## config.mk

```make
export PLATFORM = sky130hd
export DESIGN_NAME = cenn_mac_ctrl_flat
export DESIGN_NICKNAME = d
export VERILOG_FILES = /design/src/rtl/cenn_mac_ctrl_if.sv /design/src/rtl/cenn_mac_ctrl.sv /design/src/flat_wrapper.sv
export SDC_FILE = /design/constraint.sdc
export NUM_CORES = 1
export LEC_CHECK = 0
export CAP_MARGIN = 10
export CORE_MARGIN = 2
export CORE_UTILIZATION = 51
export DETAILED_ROUTE_END_ITERATION = 8
export PLACE_DENSITY = 0.81
export SETUP_SLACK_MARGIN = 0.2
export SLEW_MARGIN = 10
export SYNTH_ARGS = -nofsm -noshare
export SYNTH_HDL_FRONTEND = slang
export SYNTH_SLANG_ARGS = --single-unit
```

## constraint.sdc

```tcl
create_clock -name clk -period 4.21 [get_ports clk]
set_input_delay 0.6315 -clock clk [delete_from_list [all_inputs] [get_ports clk]]
set_output_delay 0.6315 -clock clk [all_outputs]
set_load 0.02 [all_outputs]
```

## src/rtl/cenn_mac_ctrl_if.sv

```systemverilog
// Bundle between the cell-update logic, the shared multiplier and cenn_mac_ctrl.
// slave is the sequencer's view; master is the surrounding logic's view.
interface cenn_mac_ctrl_if #(
    parameter int WIDTH = 15,
    parameter int TAPS  = 9
) ();
    logic                    start;
    logic                    clear;
    logic [TAPS*WIDTH-1:0]   coef_flat;
    logic [TAPS*WIDTH-1:0]   data_flat;
    logic [WIDTH-1:0]        bias;
    logic [WIDTH-1:0]        mul_a;
    logic [WIDTH-1:0]        mul_b;
    logic [WIDTH-1:0]        mul_p;
    logic                    busy;
    logic                    done;
    logic [WIDTH-1:0]        result;
    logic                    sat;

    modport slave (
        input  start, clear, coef_flat, data_flat, bias, mul_p,
        output mul_a, mul_b, busy, done, result, sat
    );

    modport master (
        output start, clear, coef_flat, data_flat, bias, mul_p,
        input  mul_a, mul_b, busy, done, result, sat
    );
endinterface

```

## src/rtl/cenn_mac_ctrl.sv

```systemverilog
// CeNN template-sum sequencer: bias + sum(coef[k]*data[k]) through one shared
// registered multiplier, one tap per cycle, saturated to WIDTH bits.
module cenn_mac_ctrl #(
    parameter int WIDTH = 15,
    parameter int FRAC  = 9,
    parameter int TAPS  = 9,
    parameter int AW    = WIDTH + 4
) (
    input  logic            clk,
    input  logic            rst_n,
    cenn_mac_ctrl_if.slave  bus
);
    localparam int IW = (TAPS > 1) ? $clog2(TAPS) : 1;
    localparam logic [IW-1:0]        LAST = IW'(TAPS - 1);
    localparam logic signed [AW-1:0] MAXV = AW'((2 ** (WIDTH - 1)) - 1);
    localparam logic signed [AW-1:0] MINV = AW'(-(2 ** (WIDTH - 1)));
    localparam logic [WIDTH-1:0]     POS_CLIP = {1'b0, {(WIDTH-1){1'b1}}};
    localparam logic [WIDTH-1:0]     NEG_CLIP = {1'b1, {(WIDTH-1){1'b0}}};

    if (AW < WIDTH + $clog2(TAPS + 1) || FRAC >= WIDTH) begin : g_bad_cfg
        $error("cenn_mac_ctrl: accumulator too narrow or FRAC >= WIDTH");
    end

    typedef enum logic [1:0] {S_IDLE, S_ISSUE, S_DRAIN, S_DONE} state_e;

    state_e                      state_q, state_d;
    logic [IW-1:0]               idx_q, idx_d;
    logic signed [AW-1:0]        acc_q, acc_d, acc_sum;
    logic                        acc_en_q, acc_en_d;
    logic [TAPS-1:0][WIDTH-1:0]  coef_q, coef_d, data_q, data_d;
    logic [WIDTH-1:0]            result_q, result_d;
    logic                        sat_q, sat_d;

    always_ff @(posedge clk or negedge rst_n) begin
        if (!rst_n) state_q <= S_IDLE;
        else        state_q <= state_d;
    end

    always_comb begin
        state_d = state_q;
        if (bus.clear) begin
            state_d = S_IDLE;
        end else begin
            case (state_q)
                S_IDLE:  if (bus.start) state_d = S_ISSUE;
                S_ISSUE: if (idx_q == LAST) state_d = S_DRAIN;
                S_DRAIN: state_d = S_DONE;
                default: state_d = S_IDLE;
            endcase
        end
    end

    // Products return one cycle after issue, so the add enable trails ISSUE by one.
    always_comb begin
        idx_d    = idx_q;
        coef_d   = coef_q;
        data_d   = data_q;
        result_d = result_q;
        sat_d    = sat_q;
        acc_en_d = (state_q == S_ISSUE) && !bus.clear;
        acc_sum  = acc_q + (acc_en_q ? $signed({{(AW-WIDTH){bus.mul_p[WIDTH-1]}}, bus.mul_p})
                                     : $signed({AW{1'b0}}));
        acc_d    = acc_sum;
        if (bus.clear) begin
            idx_d = '0;
        end else begin
            case (state_q)
                S_IDLE: if (bus.start) begin
                    coef_d = bus.coef_flat;
                    data_d = bus.data_flat;
                    acc_d  = $signed({{(AW-WIDTH){bus.bias[WIDTH-1]}}, bus.bias});
                    idx_d  = '0;
                end
                S_ISSUE: idx_d = (idx_q == LAST) ? '0 : idx_q + 1'b1;
                S_DRAIN: begin
                    if (acc_sum > MAXV) begin
                        result_d = POS_CLIP;
                        sat_d    = 1'b1;
                    end else if (acc_sum < MINV) begin
                        result_d = NEG_CLIP;
                        sat_d    = 1'b1;
                    end else begin
                        result_d = acc_sum[WIDTH-1:0];
                        sat_d    = 1'b0;
                    end
                end
                default: ;
            endcase
        end
    end

    always_ff @(posedge clk or negedge rst_n) begin
        if (!rst_n) begin
            idx_q    <= '0;
            acc_q    <= '0;
            acc_en_q <= 1'b0;
            coef_q   <= '0;
            data_q   <= '0;
            result_q <= '0;
            sat_q    <= 1'b0;
        end else begin
            idx_q    <= idx_d;
            acc_q    <= acc_d;
            acc_en_q <= acc_en_d;
            coef_q   <= coef_d;
            data_q   <= data_d;
            result_q <= result_d;
            sat_q    <= sat_d;
        end
    end

    always_comb begin
        bus.mul_a  = '0;
        bus.mul_b  = '0;
        bus.busy   = (state_q == S_ISSUE) || (state_q == S_DRAIN);
        bus.done   = (state_q == S_DONE);
        bus.result = result_q;
        bus.sat    = sat_q;
        if (state_q == S_ISSUE) begin
            bus.mul_a = coef_q[idx_q];
            bus.mul_b = data_q[idx_q];
        end
    end
endmodule

```

## src/flat_wrapper.sv

```systemverilog
// flat-port wrapper written by rule: the top's interface ports become plain ports
module cenn_mac_ctrl_flat 
#(
    parameter int WIDTH = 15,
    parameter int FRAC  = 9,
    parameter int TAPS  = 9,
    parameter int AW    = WIDTH + 4
)
  (clk, rst_n, bus_start, bus_clear, bus_coef_flat, bus_data_flat, bus_bias, bus_mul_p, bus_mul_a, bus_mul_b, bus_busy, bus_done, bus_result, bus_sat);
  cenn_mac_ctrl_if #(.WIDTH(WIDTH), .TAPS(TAPS)) bus_i ();
  input  logic clk;
  input  logic rst_n;
  input wire logic [$bits(bus_i.start)-1:0] bus_start;
  input wire logic [$bits(bus_i.clear)-1:0] bus_clear;
  input wire logic [$bits(bus_i.coef_flat)-1:0] bus_coef_flat;
  input wire logic [$bits(bus_i.data_flat)-1:0] bus_data_flat;
  input wire logic [$bits(bus_i.bias)-1:0] bus_bias;
  input wire logic [$bits(bus_i.mul_p)-1:0] bus_mul_p;
  output wire logic [$bits(bus_i.mul_a)-1:0] bus_mul_a;
  output wire logic [$bits(bus_i.mul_b)-1:0] bus_mul_b;
  output wire logic [$bits(bus_i.busy)-1:0] bus_busy;
  output wire logic [$bits(bus_i.done)-1:0] bus_done;
  output wire logic [$bits(bus_i.result)-1:0] bus_result;
  output wire logic [$bits(bus_i.sat)-1:0] bus_sat;
  assign bus_i.start = bus_start;
  assign bus_i.clear = bus_clear;
  assign bus_i.coef_flat = bus_coef_flat;
  assign bus_i.data_flat = bus_data_flat;
  assign bus_i.bias = bus_bias;
  assign bus_i.mul_p = bus_mul_p;
  assign bus_mul_a = bus_i.mul_a;
  assign bus_mul_b = bus_i.mul_b;
  assign bus_busy = bus_i.busy;
  assign bus_done = bus_i.done;
  assign bus_result = bus_i.result;
  assign bus_sat = bus_i.sat;
  cenn_mac_ctrl #(.WIDTH(WIDTH), .FRAC(FRAC), .TAPS(TAPS), .AW(AW)) u_core (.clk(clk), .rst_n(rst_n), .bus(bus_i));
endmodule
```

======== Word-level counts from Yosys, hierarchy flattened ========
Index checks and enable logic that the tools add are counted.
operators by class
  $add $sub $neg .......................... 2
  $lt $le $gt $ge ......................... 3
  equality and inequality tests ........... 6
  mux-type cells .......................... 22
  bitwise gates (word level) .............. 1
  reduce and logical (&&, ||, !) cells .... 9
operator list
  operator                                                      number
  binary-select mux 15 bit (select 4 bit)                       2
  two-way mux 15 bit                                            6
  two-way mux 19 bit                                            4
  adder 19 bit                                                  1
  > comparator 19 x 15 -> 1 bit, second input constant          1
  less-than comparator 19 x 15 -> 1 bit, second input constant  1
  two-way mux 4 bit                                             3
  one-hot mux 4 bit (2 select lines)                            1
  two-way mux 2 bit                                             3
  inequality test 3 bit, second input constant                  2
  one-hot mux 2 bit (3 select lines)                            1
  AND reduction 2 bit                                           3
  less-than comparator 4 x 5 -> 1 bit, second input constant    1
  adder 4 x 1 -> 4 bit, second input constant                   1
  == test 2 bit, second input constant                          2
  == test 4 bit, second input constant                          1
  AND reduction 3 bit                                           1
  nonzero test 3 bit                                            1
  == test 2 x 1 -> 1 bit, second input constant                 1
  logical NOT 2 bit                                             1
  two-way mux 1 bit                                             2
  logical AND 1 bit                                             1
  logical NOT 1 bit                                             1
  logical OR 1 bit                                              1
  NOT 1 bit                                                     1
storage, ports and cells
  register bits after elaboration ......... 312
  output and inout port bits .............. 48
  logic and storage cells ................. 67

======== Depth between registers and ports, before layout ========
Gate-level depths: netlist (run 1).
  depth in word-level cells ............... 5
  gate-level depth with buffers ........... 13
  gate-level depth less buffers ........... 11

======== Least setup slack after synthesis (run 1) ========
OpenSTA, ideal clock, no wires.
  path kind ............................... input port to flip-flop
  start point ............................. in bus_mul_p[0]
  end point ............................... reg u_core.result_q[6], in the netlist u_core.bus.result[6]
  arrival ................................. 3.120 ns
  setup slack ............................. 0.956 ns
  stages on the path ...................... 12
  path through ............................ and2_1 ha_1 fa_1 a21oi_1 o211ai_2 a2111oi_2 o311a_1 xor2_2 nand2_2 buf_6 o31ai_1 nand4_1
on the way
  cells in the longest elaborated chain, start to end .. 5
  elaborated cells on any way between the ends .. 6
ends and longest elaborated chain
  item                                   RTL line              text
  start, declared                        flat_wrapper.sv:18    input wire logic [$bits(bus_i.mul_p)-1:0] bus_mul_p;
  two-way mux 19 bit (*)                 cenn_mac_ctrl.sv:61   acc_sum = acc_q + (acc_en_q ? $signed({{(AW-WIDTH){bus.mul_p[WIDTH-1]}}, bus.mul_p})
  adder 19 bit (*)                       cenn_mac_ctrl.sv:61
  less-than comparator 19 x 15 -> 1 bit  cenn_mac_ctrl.sv:79   end else if (acc_sum < MINV) begin
  two-way mux 15 bit                     cenn_mac_ctrl.sv:79
  two-way mux 15 bit (*)                 cenn_mac_ctrl.sv:76   if (acc_sum > MAXV) begin
  end signal, assigned                   cenn_mac_ctrl.sv:107  result_q <= result_d;
  end, declared                          cenn_mac_ctrl.sv:31   logic [WIDTH-1:0] result_q, result_d;
Mark *: on every way between the ends. The rest lies on a longest branch, timed or not.
A chain may end at the register's enable or synchronous reset.

======== Final worst setup path (run 1) ========
  start point ............................. reg u_core.idx_q[1]
  end point ............................... out bus_mul_a[11]
on the way
  cells in the longest elaborated chain, start to end .. 3
ends and longest elaborated chain
  item                                      RTL line              text
  start, declared                           cenn_mac_ctrl.sv:27   logic [IW-1:0] idx_q, idx_d;
  start signal, assigned                    cenn_mac_ctrl.sv:102  idx_q <= idx_d;
  binary-select mux 15 bit (select 4 bit)   cenn_mac_ctrl.sv:120  bus.mul_a = coef_q[idx_q];
  two-way mux 15 bit (not written as such)  cenn_mac_ctrl.sv:120
  two-way mux 15 bit                        cenn_mac_ctrl.sv:119  if (state_q == S_ISSUE) begin
  end, declared                             flat_wrapper.sv:19    output wire logic [$bits(bus_i.mul_a)-1:0] bus_mul_a;
No other way between the ends. The select of a mux whose other input is x is not followed.

==> impl_metrics.tcl, run 1 <==
set metrics [dict create \
    io_pins 352 \
    antenna_found_initial 6 \
    drc 0 \
    worst_r2r_path_depth 11 \
    cts_setup_buffers 0 \
    cts_buffer_depth 3 \
    netlist_area_mm2 0.0152 \
    die_w_um 177 \
    portBuffers 351 \
    path_class "reg -> out" \
    ff_latch_area_mm2 0.00782 \
    synthTopCellsByArea "dfrtp_1 (51%), nand2_1 (22%), mux4_2 (8.9%)" \
    cp.required_ps 3580 \
    row_count 63 \
    timing.slew.headroom_pct 19.4 \
    place_hpwl_um 31500 \
    routed_wl_um 44800 \
    hold_slack_ps 149 \
    hold_class "in -> async" \
    syn_area_per_cell_um2 9.04 \
    slew_violations 0 \
    drtAntennaViolNets 0 \
    skew_ps 18.6 \
    power_density_mw_per_mm2 690 \
    die_area_mm2 0.0313 \
    finalCriticalPeriod_ps 3910 \
    die_y_um 177 \
    cp-end-kind "output port" \
    clock-sinks 312 \
    ys_warn_count 0 \
    cp_max_fo 64 \
    busiest_layer "met2" \
    root_buffer "clkbuf_16" \
    hold_violations 0 \
    rr_startpoint "u_core.acc_en_q$_DFF_PN0_" \
    cts_max_level 2 \
    drtPass1Iterations 5 \
    fmax_mhz 256 \
    detailroute.via_count 13100 \
    placed_area_mm2 0.0192 \
    synth_most_common_cell "nand2_1" \
    final_nets 2323 \
    maxCapViolCount 0 \
    finalCritPeriodShare_pct 92.9 \
    grt.overflow.total 0 \
    synth_cells 1685 \
    final.setup.tns_ps 0 \
    start_util_pct 51.5 \
    grtUsageMet2_pct 46.4 \
    crit_path_top_delay_cell "dfrtp_4" \
    grt_use_met3_pct 4.92 \
    setup.worst_path.start_class "flop" \
    vias_per_cell 5.44 \
    drive_gt1_share_pct 8.28 \
    track_usage_pct 28.9 \
    timing.rr.end "u_core.bus.result[11]$_DFFE_PN0P_" \
    path_cells "mux4_2, mux2i_1, o21ai_0, and2_1, clkdlybuf4s50_1" \
    cts_tree "built" \
    outcome "finished, final reports clean" \
    final_util_pct 68.9 \
    rsz0062_at_grt "no" \
    path_clk_slew_ps 70 \
    multi_input_area_mm2 0.00702 \
    async_flop_share_pct 100 \
    p_leak_uw 0.00962 \
    design_area_mm2 0.0204 \
    critPathTopFamily "flip-flops" \
    reg2reg_slack_ps 580 \
    wl_per_cell_um 18.6 \
    ys_seq_elements 312 \
    synth_edf_count 0 \
    syn-num-nets 2014 \
    ys_seq_area_share_pct 51.2 \
    clk_latency_ps 510 \
    cp.buffers_inverters 1 \
    grtUsageMet1_pct 39.8 \
    core-area_mm2 0.0296 \
    postCtsResizedCells 0 \
    vdd_drop_max_mv 0.351 \
    grt_pass1_vias 13000 \
    gp_congestion 0.925 \
    fillers 2253 \
    tightest_slew_ps 1210 \
    grt_first_pass_wirelength_um 69900 \
    grt_max_degree 149 \
    cp.arrival_ps 3280 \
    slowest_delay_ps 1130 \
    drtIter0Drc 1295 \
    cts_made_buffers 34 \
    cts_hold_buf 0 \
    setup_violations 0 \
    synth_top_cell_area_share_pct 51.2 \
    synth_top_flop_cell "dfrtp_1" \
    ys_top_cells_by_count "nand2_1 (895), dfrtp_1 (312), clkbuf_1 (76)" \
    ys_types 59 \
    yosysTopAreaCell "dfrtp_1" \
    area_delta_synth_final_pct 33.7 \
    power_uw 14100 \
]
-- sequential cells by signal, summed over array words and instances (netlist names) --
register	flops
u_core.coef_q	135
u_core.data_q	135
u_core.acc_q	19
u_core.bus.result	15
u_core.idx_q	4
u_core.state_q	2
u_core.acc_en_q	1
u_core.bus.sat	1
-- area by class of cell --
| class | instances | share of cell area, % |
|---|---|---|
| clock inverter | 11 | 0.823 |
| timing repair buffer | 375 | 18.7 |
| antenna | 5 | 0.0614 |
| sequential | 312 | 38.4 |
| clock buffer | 49 | 5.05 |
| multi-input combinational | 1264 | 34.5 |
| inverter | 7 | 0.129 |
| tap | 390 | 2.40 |
-- power by group --
group	switching, uW	internal (uW)
Clock	1220	1950
Combinational	2980	2470
Sequential	931	4520
-- stage by stage --
step | worst slack [ps] | instances
after floorplan | 956 | 1685
after global placement | 243 | 2348
after detailed placement | 187 | 2348
after CTS | 304 | 2408
after global routing | 206 | 2412
final | 298 | 2413
-- worst register-to-register path: stages (launching register included) --
cell	delay [ps]
dfrtp_1	520
and2_1	210
ha_1	240
fa_1	440
a21oi_1	320
o211ai_2	220
a211oi_2	330
nor4_1	120
nor3b_2	370
nand2_2	280
o31ai_1	310
nand4_1	120
-- layout by cell type (no fill, tap or decap), types with 3 or more instances in the layout --
cell type and n:
ha_1 24, buf_4 15, clkbuf_8 10, bufinv_16 4, nor3_1 6, buf_12 9
clkinv_2 3, o21ai_0 40, o31ai_1 16, nand4_1 30, and2_1 44, nor2b_1 6
a21o_1 5, a211oi_1 3, mux4_2 60, a21oi_1 11, inv_1 7, nand2_1 895
xor2_1 7, dfrtp_1 309, diode_2 5, clkdlybuf4s50_1 350, xnor2_1 10, mux2i_1 31
clkbuf_1 4, mux2_2 3, clkbuf_16 35, nand3_1 4, nor2_1 27, o211ai_1 3
-- kinds of logic after synthesis --
group                    count (synthesis)  synth area share [%]
AO/OA/AOI/OAI                           95                  4.00
XOR/XNOR                                20                  1.25
adder cells (fa/ha/maj)                 25                  2.10
buffers and inverters                  109                  2.91
flip-flops                             312                  51.2
multiplexers                            95                  11.3
AND/OR/NAND/NOR                       1029                  27.2
-- how the worst max path moves through the flow --
stage | startpoint | endpoint | slack, ps | cells after the start
CTS | u_core.idx_q[1]$_DFFE_PN0P_ | bus_mul_a[6] | 300 | 5
finish | u_core.idx_q[1]$_DFFE_PN0P_ | bus_mul_a[11] | 300 | 5
global route | u_core.idx_q[0]$_DFFE_PN0P_ | bus_mul_a[14] | 210 | 6
floorplan | bus_mul_p[0] | u_core.bus.result[6]$_DFFE_PN0P_ | 960 | 12
detailed placement | bus_mul_p[0] | u_core.bus.result[11]$_DFFE_PN0P_ | 190 | 12
global placement | bus_mul_p[0] | u_core.bus.result[7]$_DFFE_PN0P_ | 240 | 13
-- routing by layer --
metal	part of all wire (%)	vias to the layer above
met5	0.029	-
li1	-	6081
met4	3.4	2
met3	6.9	91
met2	48	548
met1	41	6406
(Power assumes the default switching activity.)
==> run 2, diff against run 1 <==
--- a/config.mk
+++ b/config.mk
@@ -6,7 +6,7 @@
 export NUM_CORES = 1
 export LEC_CHECK = 0
 export CAP_MARGIN = 10
-export CORE_MARGIN = 2
+export CORE_MARGIN = 5
 export CORE_UTILIZATION = 51
 export DETAILED_ROUTE_END_ITERATION = 8
 export PLACE_DENSITY = 0.81
==> impl_metrics.tcl, run 2 (synthesis gave the netlist of run 1 again) <==
set metrics [dict create \
    outcome "finished, final reports clean" \
    cp.required_ps 3580 \
    io_pins 352 \
    fmax_mhz 255 \
    place_hpwl_um 32700 \
    crit_path_top_delay_cell "dfrtp_4" \
    seq_power_share_pct 39.0 \
    cts_tree "built" \
    crit_cells 5 \
    worst_r2r_path_depth 12 \
    timing.rr.end "u_core.bus.result[6]$_DFFE_PN0P_" \
    hold_class "in -> async" \
    grt.overflow.total 0 \
    area_delta_synth_final_pct 33.4 \
    cts_buffer_depth 3 \
    final_nets 2330 \
    power_switching_uw 5120 \
    maxCapViolCount 0 \
    path_cells "mux4_2, mux2i_1, o21ai_0, and2_1, clkdlybuf4s50_1" \
    final.setup.tns_ps 0 \
    root_buffer "clkbuf_16" \
    path_clk_slew_ps 50 \
    clock-sinks 312 \
    detailroute.via_count 13100 \
    cp.arrival_ps 3290 \
    fillers 2246 \
    drtAntennaViolNets 0 \
    drive_gt1_share_pct 8.21 \
    place_inst 2354 \
    swShare_pct 36.8 \
    setup_violations 0 \
    cp-end-kind "output port" \
    slew_violations 0 \
    path_class "reg -> out" \
    slowest_delay_ps 1140 \
    pwr-share-comb_pct 39.7 \
    power_uw 13900 \
    rsz0062_at_grt "no" \
    final_common_cell "nand2_1" \
    power_density_mw_per_mm2 685 \
    hold_violations 0 \
    rr_startpoint "u_core.acc_en_q$_DFF_PN0_" \
    cp.buffers_inverters 1 \
    antenna_found_initial 6 \
    vdd_drop_max_mv 0.349 \
    fin_cells 2418 \
    row_count 63 \
    track_usage_pct 27.2 \
    finalCritPeriodShare_pct 93.2 \
    grt_max_degree 141 \
    clk_latency_ps 510 \
    clockPowerShare_pct 21.3 \
    cell_internal_pwr_uw 8810 \
    postCtsResizedCells 0 \
    cts_max_level 2 \
    grt_first_pass_wirelength_um 72300 \
    dp_worst_setup_slack_ps 147 \
    portBuffers 351 \
    die_area_mm2 0.0334 \
    mostFrequentLayoutCells "nand2_1 (895), clkdlybuf4s50_1 (350), dfrtp_1 (309)" \
    finalCriticalPeriod_ps 3930 \
    die_w_um 183 \
    critPathTopFamily "flip-flops" \
    p_leak_uw 0.00960 \
    cts_made_buffers 35 \
    fin_ws_ps 284 \
    start_util_pct 51.5 \
    cts_hold_buf 0 \
    wl_per_cell_um 19.1 \
    setup.worst_path.start_class "flop" \
    reg2reg_slack_ps 600 \
    drtPass1Iterations 7 \
    gp_congestion 0.906 \
    timing.slew.headroom_pct 26.1 \
    grt_pass1_vias 13500 \
    drtIter0Drc 1108 \
    die_y_um 183 \
    cts_setup_buffers 0 \
    core-area_mm2 0.0296 \
    drc 0 \
    skew_ps 21.3 \
    largestRegisters "u_core.coef_q (135), u_core.data_q (135), u_core.acc_q (19)" \
    tightest_slew_ps 1110 \
    routed_wl_um 46200 \
    vias_per_cell 5.44 \
    cp_max_fo 64 \
]
==> run 2: cell types whose count changed in the layout (fill, tap and decap cells not counted) <==
cell	previous run	this run
bufinv_16	4	3
clkinvlp_4	2	1
buf_12	9	10
clkinv_2	3	5
clkbuf_8	10	4
buf_4	15	20
clkbuf_1	4	8
inv_6	2	1
diode_2	5	7
==> run 2: metrics by stage <==
stage	hold slack, ps	area, um2	utilization, %
after floorplan	336	15200	-
after global placement	452	19200	65.0
after detailed placement	457	19200	65.0
after CTS	344	20300	68.7
after global routing	370	20300	68.7
final	247	20300	68.8
==> run 2: worst max-delay path by stage <==
stage,slack [ps],from,endpoint
global route,240,u_core.acc_en_q$_DFF_PN0_,u_core.bus.result[2]$_DFFE_PN0P_
floorplan,960,bus_mul_p[0],u_core.bus.result[6]$_DFFE_PN0P_
finish,280,u_core.idx_q[1]$_DFFE_PN0P_,bus_mul_a[10]
detailed placement,150,bus_mul_p[0],u_core.bus.result[13]$_DFFE_PN0P_
global placement,220,bus_mul_p[0],u_core.bus.result[2]$_DFFE_PN0P_
CTS,350,u_core.idx_q[1]$_DFFE_PN0P_,bus_mul_a[10]
==> run 2: worst register-to-register path, cell delays in order, from the launching register on <==
cell and delay (ps):
dfrtp_1 520, and2_1 210, ha_1 240, fa_1 440, a21oi_1 300, o211ai_2 220
a211oi_2 340, nor3_1 100, and2b_1 330, mux2i_4 400, buf_4 250, o31ai_1 90
nand4_1 110
==> run 2: layout make-up <==
cell class | instances | area [um2] | area share [%]
clock buffer | 47 | 961 | 4.73
multi-input combinational | 1264 | 7020 | 34.5
tap | 390 | 488 | 2.40
inverter | 7 | 26.3 | 0.129
timing repair buffer | 381 | 3870 | 19.0
antenna | 7 | 17.5 | 0.0862
sequential | 312 | 7820 | 38.5
clock inverter | 10 | 131 | 0.646
==> run 2: layer usage <==
metal  up-vias  part of all wire [%]  wire length [um]  GRT usage [%]
li1       6106                     -                 -              -
met1      6415                    41             18900           37.5
met2       527                    48             22200           44.4
met3        93                   7.2              3330           4.44
met4         2                   3.9              1810           9.77
met5         -                 0.015                 7              0
==> run 2: power by group through the flow <==
stage          clock, uW  combinational [uW]  sequential [uW]
4_1_cts             3010                5530             5410
5_1_grt             3140                6120             5590
3_5_place_dp           0                5470             5430
3_3_place_gp           0                5320             5340
6_report            2970                5530             5430
2_1_floorplan          0                3640             5160
==> run 3, diff against run 2 <==
--- a/config.mk
+++ b/config.mk
@@ -9,6 +9,7 @@
 export CORE_MARGIN = 5
 export CORE_UTILIZATION = 51
 export DETAILED_ROUTE_END_ITERATION = 8
+export MAX_ROUTING_LAYER = met4
 export PLACE_DENSITY = 0.81
 export SETUP_SLACK_MARGIN = 0.2
 export SLEW_MARGIN = 10
==> impl_metrics.tcl, run 3 (synthesis gave the netlist of run 1 again) <==
set metrics [dict create \
    outcome "finished, final reports clean" \
    final_common_cell "nand2_1" \
    portBuffers 351 \
    power_density_mw_per_mm2 689 \
    cp.arrival_ps 3250 \
    core-area_mm2 0.0296 \
    wl_per_cell_um 18.9 \
    vdd_drop_max_mv 0.510 \
    timing.slew.headroom_pct 17.7 \
    vias_per_cell 5.42 \
    grt_max_degree 147 \
    die_y_um 183 \
    cts_tree "built" \
    hold_violations 0 \
    cp_max_fo 64 \
    final_nets 2327 \
    cp.required_ps 3580 \
    cts_hold_buf 0 \
    place_hpwl_um 32400 \
    row_count 63 \
    slew_violations 0 \
    area_delta_synth_final_pct 33.8 \
    setup.worst_path.start_class "flop" \
    fmax_mhz 257 \
    antenna_found_initial 10 \
    drtPass1Iterations 5 \
    routed_wl_um 45900 \
    drtAntennaViolNets 0 \
    grt.overflow.total 0 \
    grt_first_pass_wirelength_um 72300 \
    p_leak_uw 0.00963 \
    detailroute.via_count 13100 \
    clk_latency_ps 510 \
    finalCriticalPeriod_ps 3880 \
    gp_congestion 0.917 \
    path_clk_slew_ps 60 \
    postCtsResizedCells 0 \
    die_w_um 183 \
    drtIter0Drc 1188 \
    finalCritPeriodShare_pct 92.3 \
    ff_latch_area_mm2 0.00782 \
    die_area_mm2 0.0334 \
    multi_input_area_mm2 0.00702 \
    root_buffer "clkbuf_16" \
    maxCapViolCount 0 \
    cts_setup_buffers 0 \
    path_class "reg -> out" \
    mostFrequentLayoutCells "nand2_1 (895), clkdlybuf4s50_1 (350), dfrtp_1 (309)" \
    drive_gt1_share_pct 8.35 \
    rsz0062_at_grt "no" \
    cts_made_buffers 35 \
    final.setup.tns_ps 0 \
    track_usage_pct 28.0 \
    drc 0 \
    tightest_slew_ps 1230 \
    grt_pass1_vias 13600 \
    skew_ps 20.8 \
    hold_class "in -> async" \
    cts_buffer_depth 3 \
    cp-end-kind "output port" \
    setup_violations 0 \
    io_pins 352 \
    hold_slack_ps 199 \
    largestRegisters "u_core.coef_q (135), u_core.data_q (135), u_core.acc_q (19)" \
    cts_max_level 2 \
    final_util_pct 69.0 \
    clock-sinks 312 \
    start_util_pct 51.5 \
    fillers 2274 \
]
==> run 3: layer usage <==
layer / GRT usage [%] / share of wire [%] / up-vias
met3: 4.09 / 6.5 / 108
met1: 37.6 / 42 / 6383
met2: 43.7 / 48 / 529
met4: 10.9 / 4.2 / 0
li1: - / - / 6115
met5: - / 0 / -
==> run 3: final timing paths <==
check	cells after the start	endpoint	slack, ps	startpoint
worst max register to register	11	u_core.bus.result[2]$_DFFE_PN0P_	500	u_core.acc_en_q$_DFF_PN0_
worst max-delay path	5	bus_mul_a[8]	330	u_core.idx_q[1]$_DFFE_PN0P_
worst min register to register	2	u_core.coef_q[98]$_DFFE_PN0P_	470	u_core.coef_q[98]$_DFFE_PN0P_
worst min-delay path	1	u_core.data_q[68]$_DFFE_PN0P_	200	rst_n
min in group clk	2	u_core.coef_q[98]$_DFFE_PN0P_	470	u_core.coef_q[98]$_DFFE_PN0P_
max in group asynchronous	2	u_core.coef_q[8]$_DFFE_PN0P_	2950	rst_n
==> run 3: cell type report <==
cell class	instances	area share (%)
Clock buffer	57	5.39
Tap cell	390	2.39
Multi-Input combinational cell	1264	34.4
Antenna cell	10	0.123
Clock inverter	7	0.491
Inverter	7	0.129
Sequential cell	312	38.3
Timing Repair Buffer	378	18.7
==> run 3: worst max-delay path, stage by stage, from the launching register on <==
cell and delay, ps:
dfrtp_4 1140, mux4_2 470, mux2i_1 290, o21ai_0 110, and2_1 180, clkdlybuf4s50_1 550
==> run 3: report_power, final <==
| part | leakage [uW] | switching, uW | internal [uW] |
|---|---|---|---|
| registers | 0.00386 | 933 | 4520 |
| logic | 0.00518 | 2990 | 2480 |
| clock network | 0.000592 | 1220 | 1910 |
| total | 0.00963 | 5150 | 8910 |
==> run 3: stage by stage <==
step / cell area (um2) / total power (uW) / setup WS, ps / instances
final: 20400 / 14100 / 325 / 2425
after global routing: 20400 / 15000 / 236 / 2425
after CTS: 20400 / 14100 / 349 / 2415
after detailed placement: 19200 / 10900 / 108 / 2351
after global placement: 19200 / 10600 / 174 / 2351
after floorplan: 15200 / 8810 / 956 / 1685
